==> config.mk <==
export PLATFORM = sky130hd
export DESIGN_NAME = mul_share_arbiter_flat
export DESIGN_NICKNAME = d
export VERILOG_FILES = /design/src/rtl/mul_share_arbiter_if.sv /design/src/rtl/mul_share_arbiter.sv /design/src/flat_wrapper.sv
export SDC_FILE = /design/constraint.sdc
export NUM_CORES = 1
export LEC_CHECK = 0
export ABC_AREA = 1
export CORE_AREA = 2 2 57 59
export DETAILED_ROUTE_END_ITERATION = 10
export DIE_AREA = 0 0 59 61
export GPL_ROUTABILITY_DRIVEN = 0
export PLACE_DENSITY = 0.79
export SKIP_CTS_REPAIR_TIMING = 1
export SYNTH_ARGS = -nofsm -noshare
export SYNTH_HDL_FRONTEND = slang
export SYNTH_SLANG_ARGS = --single-unit
==> constraint.sdc <==
create_clock -name clk -period 2.4 [get_ports clk]
set_input_delay 0.48 -clock clk [delete_from_list [all_inputs] [get_ports clk]]
set_output_delay 0.48 -clock clk [all_outputs]
set_load 0.05 [all_outputs]
==> src/rtl/mul_share_arbiter_if.sv <==
// Bundle of the requester-side and multiplier-side handshake signals for mul_share_arbiter.
// The slave modport is the arbiter's view; master is the surrounding environment.
interface mul_share_arbiter_if #(
    parameter int MUL_WIDTH = 4
);
    logic [1:0]             in_valid;
    logic [1:0]             in_ready;
    logic [2*MUL_WIDTH-1:0] in_multiplicand;
    logic [2*MUL_WIDTH-1:0] in_multiplier;
    logic [1:0]             out_valid;
    logic [1:0]             out_ready;
    logic [2*MUL_WIDTH-1:0] out_product;
    logic                   mul_src_valid;
    logic                   mul_src_ready;
    logic [MUL_WIDTH-1:0]   mul_multiplicand;
    logic [MUL_WIDTH-1:0]   mul_multiplier;
    logic                   mul_dest_valid;
    logic                   mul_dest_ready;
    logic [2*MUL_WIDTH-1:0] mul_product;

    modport slave (
        input  in_valid, in_multiplicand, in_multiplier, out_ready,
               mul_src_ready, mul_dest_valid, mul_product,
        output in_ready, out_valid, out_product, mul_src_valid,
               mul_multiplicand, mul_multiplier, mul_dest_ready
    );

    modport master (
        output in_valid, in_multiplicand, in_multiplier, out_ready,
               mul_src_ready, mul_dest_valid, mul_product,
        input  in_ready, out_valid, out_product, mul_src_valid,
               mul_multiplicand, mul_multiplier, mul_dest_ready
    );
endinterface

==> src/rtl/mul_share_arbiter.sv <==
// Shares one sequential signed multiplier between two requesters, one operation in flight,
// with round-robin grant and result held until the owning lane accepts it.
module mul_share_arbiter #(
    parameter int MUL_WIDTH = 4
) (
    input  logic               clk,
    input  logic               rst,
    mul_share_arbiter_if.slave bus
);
    typedef enum logic [1:0] {
        IDLE  = 2'd0,
        ISSUE = 2'd1,
        BUSY  = 2'd2,
        RESP  = 2'd3
    } state_t;

    state_t                 state_q, state_d;
    logic                   lastServed_q, lastServed_d;
    logic                   owner_q, owner_d;
    logic [MUL_WIDTH-1:0]   opA_q, opA_d;
    logic [MUL_WIDTH-1:0]   opB_q, opB_d;
    logic [2*MUL_WIDTH-1:0] result_q, result_d;

    logic                   grantValid;
    logic                   grantLane;
    logic [1:0]             inReady;
    logic [1:0]             outValid;
    logic                   mulSrcValid;
    logic                   mulDestReady;

    // With both lanes requesting, the lane that was not served last wins.
    always_comb begin
        grantValid = |bus.in_valid;
        grantLane  = 1'b0;
        if (bus.in_valid == 2'b11) begin
            grantLane = ~lastServed_q;
        end else if (bus.in_valid == 2'b10) begin
            grantLane = 1'b1;
        end
    end

    always_comb begin
        state_d      = state_q;
        lastServed_d = lastServed_q;
        owner_d      = owner_q;
        opA_d        = opA_q;
        opB_d        = opB_q;
        result_d     = result_q;
        inReady      = 2'b00;
        outValid     = 2'b00;
        mulSrcValid  = 1'b0;
        mulDestReady = 1'b0;

        case (state_q)
            IDLE: begin
                if (grantValid) begin
                    inReady = grantLane ? 2'b10 : 2'b01;
                    owner_d = grantLane;
                    opA_d   = grantLane ? bus.in_multiplicand[2*MUL_WIDTH-1:MUL_WIDTH]
                                        : bus.in_multiplicand[MUL_WIDTH-1:0];
                    opB_d   = grantLane ? bus.in_multiplier[2*MUL_WIDTH-1:MUL_WIDTH]
                                        : bus.in_multiplier[MUL_WIDTH-1:0];
                    state_d = ISSUE;
                end
            end
            ISSUE: begin
                mulSrcValid = 1'b1;
                if (bus.mul_src_ready) begin
                    state_d = BUSY;
                end
            end
            BUSY: begin
                mulDestReady = 1'b1;
                if (bus.mul_dest_valid) begin
                    result_d = bus.mul_product;
                    state_d  = RESP;
                end
            end
            RESP: begin
                outValid = owner_q ? 2'b10 : 2'b01;
                if (bus.out_ready[owner_q]) begin
                    lastServed_d = owner_q;
                    state_d      = IDLE;
                end
            end
            default: state_d = IDLE;
        endcase
    end

    // Reset favours lane 0 on the first contested grant by marking lane 1 as last served.
    always_ff @(posedge clk) begin
        if (rst) begin
            state_q      <= IDLE;
            lastServed_q <= 1'b1;
            owner_q      <= 1'b0;
            opA_q        <= '0;
            opB_q        <= '0;
            result_q     <= '0;
        end else begin
            state_q      <= state_d;
            lastServed_q <= lastServed_d;
            owner_q      <= owner_d;
            opA_q        <= opA_d;
            opB_q        <= opB_d;
            result_q     <= result_d;
        end
    end

    assign bus.in_ready         = inReady;
    assign bus.out_valid        = outValid;
    assign bus.out_product      = result_q;
    assign bus.mul_src_valid    = mulSrcValid;
    assign bus.mul_multiplicand = opA_q;
    assign bus.mul_multiplier   = opB_q;
    assign bus.mul_dest_ready   = mulDestReady;
endmodule

==> src/flat_wrapper.sv <==
// flat-port wrapper written by rule: the top's interface ports become plain ports
module mul_share_arbiter_flat 
#(
    parameter int MUL_WIDTH = 4
)
  (clk, rst, bus_in_valid, bus_in_multiplicand, bus_in_multiplier, bus_out_ready, bus_mul_src_ready, bus_mul_dest_valid, bus_mul_product, bus_in_ready, bus_out_valid, bus_out_product, bus_mul_src_valid, bus_mul_multiplicand, bus_mul_multiplier, bus_mul_dest_ready);
  mul_share_arbiter_if #(.MUL_WIDTH(MUL_WIDTH)) bus_i ();
  input  logic clk;
  input  logic rst;
  input wire logic [$bits(bus_i.in_valid)-1:0] bus_in_valid;
  input wire logic [$bits(bus_i.in_multiplicand)-1:0] bus_in_multiplicand;
  input wire logic [$bits(bus_i.in_multiplier)-1:0] bus_in_multiplier;
  input wire logic [$bits(bus_i.out_ready)-1:0] bus_out_ready;
  input wire logic [$bits(bus_i.mul_src_ready)-1:0] bus_mul_src_ready;
  input wire logic [$bits(bus_i.mul_dest_valid)-1:0] bus_mul_dest_valid;
  input wire logic [$bits(bus_i.mul_product)-1:0] bus_mul_product;
  output wire logic [$bits(bus_i.in_ready)-1:0] bus_in_ready;
  output wire logic [$bits(bus_i.out_valid)-1:0] bus_out_valid;
  output wire logic [$bits(bus_i.out_product)-1:0] bus_out_product;
  output wire logic [$bits(bus_i.mul_src_valid)-1:0] bus_mul_src_valid;
  output wire logic [$bits(bus_i.mul_multiplicand)-1:0] bus_mul_multiplicand;
  output wire logic [$bits(bus_i.mul_multiplier)-1:0] bus_mul_multiplier;
  output wire logic [$bits(bus_i.mul_dest_ready)-1:0] bus_mul_dest_ready;
  assign bus_i.in_valid = bus_in_valid;
  assign bus_i.in_multiplicand = bus_in_multiplicand;
  assign bus_i.in_multiplier = bus_in_multiplier;
  assign bus_i.out_ready = bus_out_ready;
  assign bus_i.mul_src_ready = bus_mul_src_ready;
  assign bus_i.mul_dest_valid = bus_mul_dest_valid;
  assign bus_i.mul_product = bus_mul_product;
  assign bus_in_ready = bus_i.in_ready;
  assign bus_out_valid = bus_i.out_valid;
  assign bus_out_product = bus_i.out_product;
  assign bus_mul_src_valid = bus_i.mul_src_valid;
  assign bus_mul_multiplicand = bus_i.mul_multiplicand;
  assign bus_mul_multiplier = bus_i.mul_multiplier;
  assign bus_mul_dest_ready = bus_i.mul_dest_ready;
  mul_share_arbiter #(.MUL_WIDTH(MUL_WIDTH)) u_core (.clk(clk), .rst(rst), .bus(bus_i));
endmodule
* Yosys cells after proc, flatten, opt, wreduce, memory -nomap -nowiden
Index checks and enable logic that the tools add are counted.
** Storage, ports and cells
- Bits in registers :: 20
- Input port bits :: 32
- Output and inout port bits :: 22
- Logic and storage cells :: 41
** Operators by class
- $lt $le $gt $ge :: 1
- Eq/ne operators :: 9
- Mux-type cells :: 18
- Bitwise gates (word level) :: 1
- Reductions and logical operators :: 6
** Operators by type and width (count)
- $mux W2 :: 9
- $eq A2 B2 Y1 const B :: 4
- $mux W4 :: 2
- $pmux W2 S4 :: 1
- $mux W1 :: 6
- $reduce_and A2 Y1 :: 3
- $ne A2 B1 Y1 const B :: 2
- $ne A2 B2 Y1 const B :: 2
- $reduce_and A4 Y1 :: 1
- $eq A2 B1 Y1 const B :: 1
- $logic_not A2 Y1 :: 1
- $lt A1 B2 Y1 const B :: 1
- $reduce_or A2 Y1 :: 1
- $not A1 Y1 :: 1

* Longest topological paths before layout
Gate-level depths: netlist of run 1.
- Word-level depth :: 6
- Mapped depth :: 8
- Gate-level depth less buffers :: 8

* Worst setup path before layout of run 1
Ideal clock, no wire load.
- Path kind :: register to output
- Start :: reg u_core.state_q[0]
- End :: out bus_in_ready[0]
- Arrival time :: 1.597 ns
- Data required time :: 1.920 ns
- Setup slack :: 0.323 ns
- Stages on the path, launching flop included :: 7
- Buffers on the path :: 0
- Cells stage by stage :: dfxtp_1 -> inv_1 -> ha_1 -> inv_1 -> nor2_4 -> inv_4 -> nor2_1
** Between the ends
- Cells in the longest elaborated chain, start to end :: 2
** Ends and longest elaborated chain
- from (decl) :: RTL line mul_share_arbiter.sv:17 : state_t state_q, state_d;
- from (signal assigned) :: RTL line mul_share_arbiter.sv:100 : state_q <= state_d;
- $logic_not A2 Y1 :: RTL line mul_share_arbiter.sv:54 : case (state_q)
- $mux W2 :: RTL line mul_share_arbiter.sv:54
- to (decl) :: RTL line flat_wrapper.sv:17 : output wire logic [$bits(bus_i.in_ready)-1:0] bus_in_ready;
No other way between the ends.

* Worst setup path after layout of run 1
- Start :: reg u_core.state_q[0]
- End :: out bus_mul_dest_ready
** Between the ends
- Cells in the longest elaborated chain, start to end :: 2
** Ends and longest elaborated chain
- $eq A2 B2 Y1 :: RTL line mul_share_arbiter.sv:54
- $mux W1 :: RTL line mul_share_arbiter.sv:54
- to (decl) :: RTL line flat_wrapper.sv:23 : output wire logic [$bits(bus_i.mul_dest_ready)-1:0] bus_mul_dest_ready;
No other way between the ends.

==> reports/summary.log, run 1 <==
qor: cts.cts_tree done
qor: timing.timing.clock.skew 0.00182 ns
qor: cts.clockBufferDepth 2
qor: drt.detail-route-antenna-nets 0
qor: drt.drtIter0Drc 35
qor: global_routing.grt_pass1_wl 3820 µm
qor: global_routing.globalRouteTotalUtil 13.9%
qor: cells_and_area.final_layout_size_suffix_gt1_share 8.70%
qor: yosys.post_synth.cell_area_avg 6.72 µm²
qor: timing.finalWorstPathRequiredPeriod 2.28 ns
qor: cells_and_area.design.final.nets 245
qor: floorplanning.chipHeight 61 µm
qor: yosys.synth_seq_cells 20
qor: setup_path.category_of_the_worst_setup_path_launch_point flip-flop
qor: drt.drt_pre_antenna_iters 4
qor: timing.timing.fmax 438 MHz
qor: setup_path.worstPathRequired 1.92 ns
qor: yosys.library_cell_with_the_largest_summed_area_after_synthesis dfxtp_1
qor: global_routing.antenna_found_initial 0
qor: floorplanning.core.rowCount 20
qor: cts.cts.sinks 20
qor: setup_path.crit_type flip-flop to output pin
qor: power.power_per_cell_area 985 nW/µm²
qor: cells_and_area.instances_no_fill 240
qor: floorplanning.fp.dieArea 3600 µm²
qor: flow_run.number_of_max_cap_violations 0
qor: yosys.ys_top_cells_by_count 53 x nand2_1, 25 x nor2_1, 20 x dfxtp_1
qor: power.totalPowerFinal 1640 µW
qor: yosys.netlist-cell-type-count 18
qor: timing.final_setup_violations 0
qor: timing.timing.final.crit_share 95.1%
qor: timing.hold_viol_final 0
qor: yosys.syn_nets 187
qor: placed_design.dp_hpwl 1920 µm
qor: cts.ctsRootBufferMaster clkbuf_4
qor: timing.final.setup.tns 0 ns
qor: floorplanning.core_region 2950 µm²
qor: drt.post_drt_via_cell_ratio 4.36
qor: drt.detailed_route_wire_length 2420 µm
qor: drt.route.detailed.drc 0
qor: drt.total_via_count_after_detailed_routing 1047
qor: yosys.ys_top_cells_by_area dfxtp_1 40%, nand2_1 20%, nor2_1 9.3%
qor: timing.timing_worst_slew_pin_value 0.522 ns
qor: cts.worstSkewPairLatency 0.29 ns
qor: worst_hold_path.worstHoldPathType flip-flop to flip-flop
qor: yosys.seq_area_frac_synth 39.7%
qor: cts.cts.htree.levels 1
qor: placed_design.place_inst 236
qor: floorplanning.die_width 59 µm
qor: yosys.synthMostInstantiatedCell nand2_1
qor: timing.grt_setup_unrepaired no
qor: outcome.run_status finished, final reports clean
qor: cts.number_of_buffers_inserted_during_clock_tree_synthesis 3
qor: power.leakage 0.000787 µW
qor: global_routing.first_global_vias 897
qor: setup_path.critical_path.endpoint_type output pin
qor: setup_path.critical_path_peak_fanout 4
qor: floorplanning.initial_utilization 34.2%
qor: yosys.number_of_enable_type_register_cells_in_the_synthesized_netlist 0
qor: timing.finalMaxSlewViolations 0
qor: power.vdd_ir_drop_max 0.419 mV
qor: cells_and_area.synthToLayoutAreaGrowth 64.9%
qor: drt.wl_per_cell 10.1 µm
qor: yosys.yosysWarnings 0
qor: yosys.asyncSetResetFlopFracSynth 0%
qor: yosys.fraction_of_synthesized_cell_area_taken_by_the_top_area_cell_type 39.7%
qor: yosys.dominant_synthesized_flop_cell dfxtp_1
qor: global_routing.maximum_number_of_pins_on_one_net_before_global_route_repair 13
qor: yosys.synthesis.area 1010 µm²
qor: cells_and_area.diodes 0
qor: placed_design.io_buffers 53
qor: floorplanning.io-pin-count 54
qor: cts.cts.reportedPaths.clkPinSlew 0.11 ns
qor: timing.max_slew_margin 65.1%
qor: global_routing.grt_overflow_total 0
qor: setup_path.worstPathArrival 1.80 ns
qor: yosys.netlist_instances 150
## sequential cells by signal (all words and copies together) (netlist names)
register                     count
u_core.owner_q                   1
u_core.bus.mul_multiplier        4
u_core.state_q                   2
u_core.bus.mul_multiplicand      4
u_core.bus.out_product           8
u_core.lastServed_q              1
## critical path, cell delays in order (launching register included)
cell	delay, ns
dfxtp_1	0.36
inv_1	0.11
ha_1	0.22
clkdlybuf4s50_1	0.82
## kinds of logic (layout without fill, tap and decap cells)
family | count (synthesis) | count (layout) | share of synthesized area [%]
compound gates | 19 | 19 | 10.4
fa+ha+maj | 5 | 5 | 6.20
buf+inv | 19 | 76 | 8.06
flops | 20 | 20 | 39.7
simple gates | 87 | 87 | 35.6
## placed cells by master (no fill, tap or decap), types with 3 or more instances in the layout
cell | netlist | final
nand2_1 | 53 | 53
clkdlybuf4s50_1 | 0 | 49
nor2_1 | 25 | 25
dfxtp_1 | 20 | 20
inv_1 | 15 | 15
o21ai_0 | 9 | 9
a21oi_1 | 7 | 7
ha_1 | 5 | 5
nand3_1 | 3 | 3
clkbuf_4 | 0 | 3
## area by class of cell
type | count | area, µm²
clock buffer | 3 | 22.5
inverter | 17 | 71.3
multi-input combinational | 111 | 527
tap | 33 | 41.3
fill | 277 | 1290
timing repair buffer | 55 | 571
clock inverter | 1 | 30.0
sequential | 20 | 400
## through the flow
step	worst slack [ns]	instance area [µm²]	hold slack, ns	utilization [%]
after detailed placement	0.268	1610	0.457	54.4
after global routing	0.000733	1660	0.490	56.3
final	0.117	1660	0.474	56.3
after CTS	0.0281	1660	0.474	56.1
after floorplan	0.323	1010	0.479	-
after global placement	0.295	1610	0.451	54.4
## worst paths after layout
| path | endpoint | cells past startpoint | slack (ns) | from |
|---|---|---|---|---|
| max | bus_mul_dest_ready | 3 | 0.12 | u_core.state_q[0] |
| min | u_core.bus.mul_multiplicand[2] | 2 | 0.47 | u_core.bus.mul_multiplicand[2] |
| max reg2reg | u_core.bus.out_product[3] | 6 | 0.97 | u_core.state_q[0] |
| min reg2reg | u_core.bus.mul_multiplicand[2] | 2 | 0.47 | u_core.bus.mul_multiplicand[2] |
## per-layer routing
layer  up-vias  GRT usage [%]  wire length [µm]
met1       427           17.4              1110
met3         4           3.62               227
met4         0           3.90                14
met5         -              0                 0
met2        40           23.7              1070
li1        576              -                 -
## report_power, final
group,switching [µW],internal (µW)
sequential,47.8,411
combinational,570,337
clock,104,169
total,721,916
No activity file was read; power rests on OpenSTA's default activity.
==> run 2, diff against run 1 <==
--- a/config.mk
+++ b/config.mk
@@ -6,6 +6,7 @@
 export NUM_CORES = 1
 export LEC_CHECK = 0
 export ABC_AREA = 1
+export ABC_CLOCK_PERIOD_IN_PS = 2400
 export CORE_AREA = 2 2 57 59
 export DETAILED_ROUTE_END_ITERATION = 10
 export DIE_AREA = 0 0 59 61
==> results of run 2 <==
Final layout, timing and power as in run 1 (identical DEF).
==> run 3, diff against run 2 <==
--- a/config.mk
+++ b/config.mk
@@ -13,6 +13,7 @@
 export GPL_ROUTABILITY_DRIVEN = 0
 export PLACE_DENSITY = 0.79
 export SKIP_CTS_REPAIR_TIMING = 1
+export SLEW_MARGIN = 10
 export SYNTH_ARGS = -nofsm -noshare
 export SYNTH_HDL_FRONTEND = slang
 export SYNTH_SLANG_ARGS = --single-unit
==> results of run 3 <==
Final layout, timing and power as in run 1 (identical DEF).
